===== src/rtl/ad9226_pkg.sv =====
`timescale 1ns/1ps
// Shared definitions for the AD9226 capture path: sample width, converter
// pipeline latency and the output-format helper.
package ad9226_pkg;

    localparam int SAMPLE_W     = 12;
    localparam int ADC_PIPE_LAT = 7;

    typedef logic [SAMPLE_W-1:0] sample_t;

    // Offset-binary to two's complement is a flip of the MSB.
    function automatic sample_t format_sample(input sample_t raw, input bit twos_comp);
        sample_t formatted;
        formatted = raw;
        if (twos_comp) begin
            formatted[SAMPLE_W-1] = ~raw[SAMPLE_W-1];
        end
        return formatted;
    endfunction

endpackage


===== src/rtl/ad9226_sample_fifo.sv =====
`timescale 1ns/1ps
// Show-ahead sample FIFO: the head entry is always visible on head_data_o,
// level_o reports occupancy. A push into a full FIFO is accepted only with a pop.
module ad9226_sample_fifo
    import ad9226_pkg::*;
#(
    parameter int DEPTH = 16
) (
    input  logic                   clk,
    input  logic                   reset,
    input  logic                   push_i,
    input  sample_t                push_data_i,
    input  logic                   pop_i,
    output sample_t                head_data_o,
    output logic                   full_o,
    output logic [$clog2(DEPTH):0] level_o
);

    localparam int          AW         = $clog2(DEPTH);
    localparam logic [AW:0] FULL_LEVEL = (AW + 1)'(DEPTH);

    sample_t       mem_q [DEPTH];
    logic [AW-1:0] wr_ptr_q, wr_ptr_d;
    logic [AW-1:0] rd_ptr_q, rd_ptr_d;
    logic [AW:0]   level_q, level_d;
    logic          empty;
    logic          pop_ok;
    logic          push_ok;

    assign empty   = (level_q == '0);
    assign full_o  = (level_q == FULL_LEVEL);
    assign pop_ok  = pop_i && !empty;
    assign push_ok = push_i && (!full_o || pop_ok);

    always_comb begin
        // NOTE: every output of a combinational block gets a default first so no path infers a latch.
        wr_ptr_d = wr_ptr_q;
        rd_ptr_d = rd_ptr_q;
        level_d  = level_q;
        if (push_ok) begin
            wr_ptr_d = wr_ptr_q + AW'(1);
        end
        if (pop_ok) begin
            rd_ptr_d = rd_ptr_q + AW'(1);
        end
        if (push_ok && !pop_ok) begin
            level_d = level_q + (AW + 1)'(1);
        end else if (pop_ok && !push_ok) begin
            level_d = level_q - (AW + 1)'(1);
        end
    end

    always_ff @(posedge clk) begin
        // NOTE: sequential state uses non-blocking assignments so every register samples pre-edge values.
        if (reset) begin
            wr_ptr_q <= '0;
            rd_ptr_q <= '0;
            level_q  <= '0;
        end else begin
            wr_ptr_q <= wr_ptr_d;
            rd_ptr_q <= rd_ptr_d;
            level_q  <= level_d;
        end
    end

    // NOTE: storage is deliberately not reset; the empty-gated head keeps stale entries invisible.
    always_ff @(posedge clk) begin
        if (push_ok) begin
            mem_q[wr_ptr_q] <= push_data_i;
        end
    end

    assign head_data_o = empty ? '0 : mem_q[rd_ptr_q];
    assign level_o     = level_q;

endmodule


===== src/rtl/ad9226_capture.sv =====
`timescale 1ns/1ps
// AD9226 capture: divides clk into the converter sample clock, skips the
// converter pipeline flush after enable, formats samples and buffers them.
module ad9226_capture
    import ad9226_pkg::*;
#(
    parameter int CLK_DIV    = 4,
    parameter int FIFO_DEPTH = 16,
    parameter int TWOS_COMP  = 0
) (
    input  logic                        clk,
    input  logic                        reset,
    input  logic                        enable,
    output logic                        adc_clk,
    input  logic [SAMPLE_W-1:0]         adc_data,
    input  logic                        adc_otr,
    output logic [SAMPLE_W-1:0]         sample_data,
    output logic                        sample_valid,
    input  logic                        sample_ack_n,
    output logic                        overflow,
    output logic                        out_of_range,
    input  logic                        clear_flags,
    output logic [$clog2(FIFO_DEPTH):0] fifo_level
);

    localparam int                   DIV_W      = $clog2(CLK_DIV);
    localparam logic [DIV_W-1:0]     DIV_LAST   = DIV_W'(CLK_DIV - 1);
    localparam logic [DIV_W-1:0]     DIV_HALF   = DIV_W'(CLK_DIV / 2);
    localparam int                   FLUSH_W    = $clog2(ADC_PIPE_LAT + 1);
    localparam logic [FLUSH_W-1:0]   FLUSH_DONE = FLUSH_W'(ADC_PIPE_LAT);

    logic [DIV_W-1:0]   div_q, div_d;
    logic               adc_clk_q, adc_clk_d;
    logic [FLUSH_W-1:0] flush_q, flush_d;
    sample_t            data_q;
    logic               otr_q;
    logic               overflow_q, overflow_d;
    logic               oor_q, oor_d;

    logic               strobe;
    logic               keep;
    logic               pop;
    logic               drop;
    logic               fifo_full;
    sample_t            push_data;

    assign strobe    = enable && (div_q == DIV_LAST);
    assign keep      = strobe && (flush_q == FLUSH_DONE);
    assign pop       = sample_valid && !sample_ack_n;
    assign drop      = keep && fifo_full && !pop;
    assign push_data = format_sample(data_q, TWOS_COMP != 0);

    always_comb begin
        div_d      = '0;
        flush_d    = '0;
        overflow_d = overflow_q | drop;
        oor_d      = oor_q | (keep && otr_q);
        if (enable) begin
            div_d   = (div_q == DIV_LAST) ? '0 : div_q + DIV_W'(1);
            flush_d = flush_q;
            if (strobe && (flush_q != FLUSH_DONE)) begin
                flush_d = flush_q + FLUSH_W'(1);
            end
        end
        // adc_clk is registered from the next count so it lines up with the counter.
        adc_clk_d = enable && (div_d < DIV_HALF);
        if (clear_flags) begin
            overflow_d = 1'b0;
            oor_d      = 1'b0;
        end
    end

    always_ff @(posedge clk) begin
        if (reset) begin
            div_q      <= '0;
            adc_clk_q  <= 1'b0;
            flush_q    <= '0;
            data_q     <= '0;
            otr_q      <= 1'b0;
            overflow_q <= 1'b0;
            oor_q      <= 1'b0;
        end else begin
            div_q      <= div_d;
            adc_clk_q  <= adc_clk_d;
            flush_q    <= flush_d;
            data_q     <= adc_data;
            otr_q      <= adc_otr;
            overflow_q <= overflow_d;
            oor_q      <= oor_d;
        end
    end

    ad9226_sample_fifo #(
        .DEPTH(FIFO_DEPTH)
    ) u_fifo (
        .clk        (clk),
        .reset      (reset),
        .push_i     (keep),
        .push_data_i(push_data),
        .pop_i      (pop),
        .head_data_o(sample_data),
        .full_o     (fifo_full),
        .level_o    (fifo_level)
    );

    assign adc_clk      = adc_clk_q;
    assign sample_valid = (fifo_level != '0);
    assign overflow     = overflow_q;
    assign out_of_range = oor_q;

endmodule


===== config.mk =====
export PLATFORM = sky130hd
export DESIGN_NAME = ad9226_capture
export DESIGN_NICKNAME = d
export VERILOG_FILES = /design/src/rtl/ad9226_pkg.sv /design/src/rtl/ad9226_sample_fifo.sv /design/src/rtl/ad9226_capture.sv
export SDC_FILE = /design/constraint.sdc
export NUM_CORES = 1
export LEC_CHECK = 0
export CAP_MARGIN = 20
export CORE_MARGIN = 4
export CORE_UTILIZATION = 54
export DETAILED_ROUTE_END_ITERATION = 12
export PLACE_DENSITY_LB_ADDON = 0.12
export SYNTH_ARGS = -nofsm -noshare
export SYNTH_HDL_FRONTEND = slang
export SYNTH_SLANG_ARGS = --single-unit
export TNS_END_PERCENT = 30

===== constraint.sdc =====
create_clock -name clk -period 3.35 [get_ports clk]
set_input_delay 0.67 -clock clk [delete_from_list [all_inputs] [get_ports clk]]
set_output_delay 0.67 -clock clk [all_outputs]
set_load 0.05 [all_outputs]

* After elaboration in Yosys (flattened, before gate mapping)
Memories as Yosys holds them, arrays and structs flattened. A register that Yosys moved wholly into a read port is not among the register bits.
Index checks and enable logic that the tools add are counted.
** Storage, ports and cells
- Input port bits :: 18
- Memory bits (writable) :: 192
- Memories :: 1
- Output and inout port bits :: 21
- Bits in registers :: 34
- Logic and storage cells :: 58
** Memories
- u_fifo.mem_q :: words 16, width 12, rd ports 1, clocked after Yosys merged registers in 1, wr ports 1, RTL line ad9226_sample_fifo.sv:22 : sample_t mem_q [DEPTH];
** Cells by class
- Magnitude comparators :: 1
- Reductions and logical operators :: 24
- Equal/unequal tests :: 4
- Add/sub/neg operators :: 6
- Bitwise logic cells :: 3
- Muxes and demuxes :: 9
** Operator list (number)
- 1-bit logical AND :: 12
- 12-bit 2-to-1 mux :: 1
- 5-bit 2-to-1 mux :: 2
- 4-bit by 1-bit adder with 4-bit output, second input constant :: 2
- 4-bit 2-to-1 mux :: 2
- 1-bit zero test :: 6
- 5-bit by 1-bit adder with 5-bit output, second input constant :: 1
- 5-bit equality test, second input constant :: 1
- 5-bit zero test :: 1
- 5-bit nonzero test :: 1
- 5-bit by 1-bit subtractor with 5-bit output, second input constant :: 1
- 2-bit 2-to-1 mux :: 2
- 2-bit OR reduction :: 2
- 3-bit by 1-bit adder with 3-bit output, second input constant :: 1
- 3-bit equality test, second input constant :: 1
- 3-bit inequality test, second input constant :: 1
- 2-bit by 1-bit adder with 2-bit output, second input constant :: 1
- 2-bit equality test, second input constant :: 1
- 2-bit < comparator, second input constant :: 1
- 1-bit 2-to-1 mux :: 2
- 1-bit OR :: 2
- 2-bit nonzero test :: 1
- 1-bit logical OR :: 1
- 1-bit NOT :: 1

* Logic depth before layout (Yosys ltp)
Gate-level depths: netlist (run 1).
- Depth after elaboration :: 9
- Depth in mapped cells :: 12
- Depth with buffers taken out :: 11

* By module
A second synthesis (run 1) with hierarchy kept.
** Second synthesis, totals
- Cells, all modules :: 476
- Area, all modules :: 9008.6 sq um
** By module, submodules not included
- ad9226_sample_fifo :: area an instance 8313.0 sq um, instances 1, cells an instance 416
- ad9226_capture :: area an instance 695.7 sq um, instances 1, cells an instance 60

* Worst setup path after synthesis (run 1)
Ideal clock, no wire load.
- Path type :: flip-flop to output port
- From :: register u_fifo.level_q[0], in the netlist u_fifo.level_o[0]
- To :: output sample_data[0]
- Path slack :: 282 ps
- Arrival time :: 2398 ps
- Cell stages (with the launch flop) :: 5
- Required time :: 2680 ps
- Cell sequence :: dfxtp_1 -> or4_4 -> nor2_1 -> buf_2 -> a211oi_1
** On the way
- Word-level cells in the longest chain between the ends :: 2
** RTL lines
- start, declared :: RTL line ad9226_sample_fifo.sv:25 : logic [AW:0] level_q, level_d;
- start signal, assigned :: RTL line ad9226_sample_fifo.sv:62 : level_q <= level_d;
- 5-bit zero test :: RTL line ad9226_sample_fifo.sv:30 : assign empty = (level_q == '0);
- 12-bit 2-to-1 mux :: RTL line ad9226_sample_fifo.sv:73 : assign head_data_o = empty ? '0 : mem_q[rd_ptr_q];
- end, declared :: RTL line ad9226_capture.sv:17 : output logic [SAMPLE_W-1:0] sample_data,
Every way passes these cells.

==> flow_metrics.env, run 1 <==
export IMPL_start_kind="register"
export IMPL_syn_inst=479
export IMPL_rows=46
export IMPL_grt_total_usage_pct=19.5
export IMPL_grt_max_degree=27
export IMPL_ys_ff_latch=230
export IMPL_fp_dieW_um=137
export IMPL_cts_buffers=23
export IMPL_drc=0
export IMPL_post_route_period_util_pct=95.1
export IMPL_synth_common_cells="edfxtp_1 (192), mux4_2 (48), dfxtp_1 (38)"
export IMPL_finalClockSkew_ns=0.0117
export IMPL_r2r_start="u_fifo.level_o[0]"
export IMPL_vias=4424
export IMPL_synth_edf_count=192
export IMPL_hold_path_class="register to register"
export IMPL_num_nets_final=586
export IMPL_critPathMaxFanout=19
export IMPL_clk_pin_slew_worst_paths_ns=0.06
export IMPL_cts_sinks=230
export IMPL_maxCapViolCount=0
export IMPL_wl_mm=17.1
export IMPL_cts_tree="built"
export IMPL_rsz0062_at_grt="no"
export IMPL_crit_type="register to primary output"
export IMPL_fp_dieArea_mm2=0.0186
export IMPL_fmax_ghz=0.314
export IMPL_fin_hold_ws_ns=0.427
export IMPL_arrival_ns=2.51
export IMPL_area_delta_synth_final_pct=18.4
export IMPL_peakVddDrop_uv=458
export IMPL_io_buffers=38
export IMPL_nFillCells=1105
export IMPL_synth_seq_area_share_pct=73.2
export IMPL_fin_crit_ns=3.18
export IMPL_n_antenna_cell=0
export IMPL_path_cells="buf_4 > mux4_2 > a211oi_1 > a211oi_1 > buf_4"
export IMPL_synth_distinct_cells=33
export IMPL_end_kind="primary output"
export IMPL_cp_depth=5
export IMPL_slowest_stage="dfxtp_2"
export IMPL_timing_rr_end="u_fifo.level_o[4]"
export IMPL_drive_above_1_share_pct=25.1
export IMPL_ys_flop_type="edfxtp_1"
export IMPL_status="finished clean"
export IMPL_cp_num_buf_inv=2
export IMPL_slew_violations=0
export IMPL_yosys_area_top_type="edfxtp_1"
export IMPL_clk_latency_ns=0.50
export IMPL_synth_area_leaders="edfxtp_1 (65%), mux4_2 (12%), dfxtp_1 (8.5%)"
export IMPL_h_tree_depth=1
export IMPL_wl_per_cell_um=21.8
export IMPL_first_pass_iters=4
export IMPL_synth_most_common_cell="edfxtp_1"
export IMPL_antenna_found_initial=0
export IMPL_min_delay_worst_endpoint="div_q[0]"
export IMPL_dpl_hpwl_mm=11.0
export IMPL_multiInputGateArea_mm2=0.00225
export IMPL_hold_depth=1
export IMPL_die_h_um=137
export IMPL_core_area_mm2=0.0161
export IMPL_cts_hold_buf=0
export IMPL_cts_buffer_depth=3
export IMPL_report_final_setup_viol=0
export IMPL_synthesis_nets=511
export IMPL_vias_per_cell=5.63
export IMPL_grt_pass1_vias=4725
export IMPL_hp_start="div_q[0]"
export IMPL_p_leak_nw=3.68
export IMPL_postCtsSetupBuffers=0
export IMPL_async_reset_ff_share_pct=0
export IMPL_grt_pass1_wl_mm=27.0
export IMPL_netlist_area_mm2=0.00892
export IMPL_critPathTopFamily="flip-flops"
export IMPL_ff2ff_path_depth=10
export IMPL_start_util_pct=55.5
export IMPL_tightest_slew_ns=0.621
export IMPL_critical_path_max_stage_delay_ns=0.73
export IMPL_overflow=0
export IMPL_ctsRootBufferMaster="clkbuf_16"
export IMPL_reg2reg_slack_ns=0.52
export IMPL_synth_top_area_share_pct=64.6
export IMPL_worst_ep_required_time_ns=2.68
export IMPL_io_pins=39
export IMPL_syn_avg_cell_area_um2=18.6
export IMPL_power_per_cell_area_mw_per_mm2=708
export IMPL_hold_viol_final=0
export IMPL_gp_congestion=0.783
export IMPL_ys_warnings_count=0
export IMPL_fin_tns_setup_ns=0
export IMPL_drt_iter0_drc=476
export IMPL_seq_area_mm2=0.00653
export IMPL_ant_nets=0
export IMPL_slew_headroom_pct=58.6
-- logic make-up after synthesis --
kind of cell / share of synthesized area (%)
flip-flops: 73.2
AND/OR/NAND/NOR: 4.81
multiplexers: 13.9
AO/OA/AOI/OAI: 3.24
buffers and inverters: 1.82
adder cells (fa/ha/maj): 2.05
XOR/XNOR: 0.982
-- state kept, by name (all words and copies together) (netlist names), named ones only --
name and flops:
adc_clk 1, data_q 12, div_q 2, flush_q 3, otr_q 1, out_of_range 1, overflow 1, u_fifo.level_o 5
u_fifo.mem_q 192, u_fifo.rd_ptr_q 4, u_fifo.wr_ptr_q 4
-- report_power, final --
| group | switching, mW | internal (mW) |
|---|---|---|
| Combinational | 0.924 | 0.578 |
| Clock | 1.01 | 1.72 |
| Sequential | 0.104 | 3.14 |
| Total | 2.04 | 5.44 |
-- per-stage QoR --
step | area, um^2 | std cells | utilization (%) | total power, mW | worst slack [ns]
2_1_floorplan | 8920 | 479 | - | 4.35 | 0.282
3_3_place_gp | 9740 | 745 | 60.7 | 4.81 | 0.209
3_5_place_dp | 9740 | 745 | 60.7 | 4.84 | 0.157
4_1_cts | 10600 | 786 | 65.7 | 7.56 | 0.0536
5_1_grt | 10600 | 786 | 65.8 | 7.78 | 0.0200
6_report | 10600 | 786 | 65.8 | 7.47 | 0.166
-- how the worst max path moves through the flow --
stage                                  from                end  slack [ns]
after floorplan           u_fifo.level_o[0]     sample_data[0]        0.28
after global placement         sample_ack_n  u_fifo.level_o[4]        0.21
after detailed placement       sample_ack_n  u_fifo.level_o[4]        0.16
after CTS                          register     sample_data[0]        0.05
after global routing               register     sample_data[9]        0.02
final                              register     sample_data[0]        0.17
-- routing by layer --
layer	GRT usage, %	wire (um)
met5	0	0
met4	4.98	233
met3	2.83	1050
met2	31.1	8280
met1	29.0	7560
-- cell usage in the layout, fill, tap and decap left out, types with 8 or more instances in the layout --
master,n
a211oi_1,27
a21oi_1,8
buf_4,46
clkbuf_16,23
clkdlybuf4s50_1,25
dfxtp_1,35
edfxtp_1,192
ha_1,13
inv_1,10
mux2i_1,15
mux4_2,48
nor2_1,35
nor2b_1,26
-- area by class of cell --
class	count	area share, %
flip-flops and latches	230	61.9
clock buffers	25	5.52
well taps	216	2.56
multi-input cells	215	21.3
inverters	10	0.355
repair buffers	74	6.21
clock inverters	16	2.18
-- what timing repair did --
item,CTS,global route
hold endpoints to repair,0,0
gates resized for setup,0,1
endpoints found under the setup margin,0,4
Note: power is estimated with default switching activity, not from simulation.
==> run 2, diff against run 1 <==
--- a/config.mk
+++ b/config.mk
@@ -9,6 +9,7 @@
 export CORE_MARGIN = 4
 export CORE_UTILIZATION = 54
 export DETAILED_ROUTE_END_ITERATION = 12
+export HOLD_SLACK_MARGIN = 0.12
 export PLACE_DENSITY_LB_ADDON = 0.12
 export SYNTH_ARGS = -nofsm -noshare
 export SYNTH_HDL_FRONTEND = slang
==> results of run 2 <==
Same layout as run 1: the final DEF is identical, and so are final timing and power.
==> run 3, diff against run 2 <==
--- a/config.mk
+++ b/config.mk
@@ -8,9 +8,11 @@
 export CAP_MARGIN = 20
 export CORE_MARGIN = 4
 export CORE_UTILIZATION = 54
+export CTS_CLUSTER_DIAMETER = 150
 export DETAILED_ROUTE_END_ITERATION = 12
 export HOLD_SLACK_MARGIN = 0.12
 export PLACE_DENSITY_LB_ADDON = 0.12
+export REMOVE_ABC_BUFFERS = 1
 export SYNTH_ARGS = -nofsm -noshare
 export SYNTH_HDL_FRONTEND = slang
 export SYNTH_SLANG_ARGS = --single-unit
==> flow_metrics.env, run 3 (synthesis results as in run 1) <==
export IMPL_num_nets_final=593
export IMPL_slew_violations=0
export IMPL_core_area_mm2=0.0161
export IMPL_fin_crit_ns=3.16
export IMPL_p_comb_share_pct=21.3
export IMPL_post_route_period_util_pct=94.2
export IMPL_drc=0
export IMPL_setup_worst_path_end="sample_data[5]"
export IMPL_dpl_hpwl_mm=11.2
export IMPL_hold_path_class="register to register"
export IMPL_cts_resized=0
export IMPL_final_cell_count_no_fill=793
export IMPL_power_per_cell_area_mw_per_mm2=681
export IMPL_place_area_mm2=0.00980
export IMPL_pwr_share_seq_pct=45.3
export IMPL_ff2ff_path_depth=9
export IMPL_wl_per_cell_um=22.3
export IMPL_crit_type="register to primary output"
export IMPL_wl_mm=17.7
export IMPL_cts_tree="built"
export IMPL_report_final_setup_viol=0
export IMPL_cp_common_cell="a211oi_1"
export IMPL_p_leak_nw=3.66
export IMPL_slowest_stage="mux4_2"
export IMPL_postCtsSetupBuffers=0
export IMPL_status="finished clean"
export IMPL_ant_nets=0
export IMPL_grt_pass1_wl_mm=27.7
export IMPL_drive_above_1_share_pct=25.0
export IMPL_critPathMaxFanout=48
export IMPL_cp_num_buf_inv=2
export IMPL_p_sw_share_pct=28.2
export IMPL_grt_total_usage_pct=19.9
export IMPL_fin_tns_setup_ns=0
export IMPL_end_kind="primary output"
export IMPL_final_common_cell="edfxtp_1"
export IMPL_peakVddDrop_uv=469
export IMPL_timing_rr_end="u_fifo.level_o[4]"
export IMPL_finish_instance_area_mm2=0.0105
export IMPL_power_switching_mw=2.02
export IMPL_slew_headroom_pct=39.7
export IMPL_grt_max_degree=49
export IMPL_critical_path_max_stage_delay_ns=0.57
export IMPL_die_h_um=137
export IMPL_intPower_mw=5.14
export IMPL_h_tree_depth=1
export IMPL_start_kind="register"
export IMPL_fp_dieArea_mm2=0.0186
export IMPL_r2r_start="u_fifo.level_o[0]"
export IMPL_arrival_ns=2.49
export IMPL_antenna_found_initial=0
export IMPL_io_buffers=38
export IMPL_reg2reg_slack_ns=0.53
export IMPL_start_util_pct=55.5
export IMPL_cts_sinks=230
export IMPL_tightest_slew_ns=0.901
export IMPL_io_pins=39
export IMPL_path_cells="buf_12 > mux4_2 > nor2b_1 > a211oi_1 > a211oi_1 > buf_4"
export IMPL_area_delta_synth_final_pct=17.8
export IMPL_vias=4627
export IMPL_hold_viol_final=0
export IMPL_cts_buffers=23
export IMPL_finalClockSkew_ns=0.00736
export IMPL_cts_buffer_depth=3
export IMPL_first_pass_iters=5
export IMPL_overflow=0
export IMPL_cts_hold_buf=0
export IMPL_worst_ep_required_time_ns=2.68
export IMPL_vias_per_cell=5.83
export IMPL_critPathTopFamily="multiplexers"
export IMPL_cp_depth=6
export IMPL_ctsRootBufferMaster="clkbuf_16"
export IMPL_clk_latency_ns=0.50
export IMPL_clk_pin_slew_worst_paths_ns=0.06
export IMPL_clock_power_share_pct=33.5
export IMPL_fp_dieW_um=137
export IMPL_placed_cells=752
export IMPL_maxCapViolCount=0
export IMPL_rsz0062_at_grt="no"
export IMPL_final_cell_mix="edfxtp_1 (192), buf_4 (53), mux4_2 (48)"
export IMPL_gp_congestion=0.766
export IMPL_n_antenna_cell=0
export IMPL_grt_pass1_vias=4898
export IMPL_rows=46
export IMPL_drt_iter0_drc=437
export IMPL_fmax_ghz=0.317
export IMPL_fin_hold_ws_ns=0.431
export IMPL_max_flop_register="u_fifo.mem_q"
export IMPL_largest_reg_flops=192
## run 3: changes by cell type in the layout (fill, tap and decap cells not counted)
cell,previous run,this run
buf_4,46,53
bufinv_16,6,1
clkinv_1,3,7
clkinv_2,6,2
clkbuf_8,0,3
clkbuf_1,2,4
clkinv_4,0,1
dfxtp_2,2,3
dfxtp_4,1,0
inv_6,1,0
## run 3: layout make-up
cell class                 instances  area, um^2
clock inverter                    11        75.1
sequential                       230        6530
timing repair buffer              81         708
fill                            1091        5550
inverter                          10        37.5
clock buffer                      30         632
multi-input combinational        215        2250
tap                              216         270
## run 3: power groups by stage
stage | registers (mW) | clock network (mW) | logic, mW
global placement | 3.29 | 0 | 1.52
floorplan | 3.42 | 0 | 0.901
finish | 3.24 | 2.39 | 1.52
CTS | 3.24 | 2.44 | 1.54
detailed placement | 3.30 | 0 | 1.53
global route | 3.25 | 2.57 | 1.62
## run 3: worst min path at each step
stage,start,cells after the start,to,slack [ns]
after CTS,div_q[0],1,div_q[0],0.44
after detailed placement,div_q[0],1,div_q[0],0.43
after floorplan,div_q[0],1,div_q[0],0.40
final,div_q[0],1,div_q[0],0.43
after global placement,div_q[0],1,div_q[0],0.41
after global routing,div_q[0],1,div_q[0],0.46
## run 3: per-layer routing
layer | track usage [%] | vias to the layer above | wire (um)
met2 | 33.0 | 159 | 8890
met4 | 4.14 | 0 | 278
met5 | 0 | - | 0
met1 | 28.3 | 2393 | 7240
li1 | - | 2050 | -
met3 | 3.42 | 25 | 1270
## run 3: per-stage QoR
stage	power, mW	setup slack, ns	util [%]
2_1_floorplan	4.32	-0.905	-
3_3_place_gp	4.82	0.199	61.0
3_5_place_dp	4.84	0.105	61.0
4_1_cts	7.22	0.151	65.4
5_1_grt	7.44	0.0857	65.4
6_report	7.16	0.194	65.4
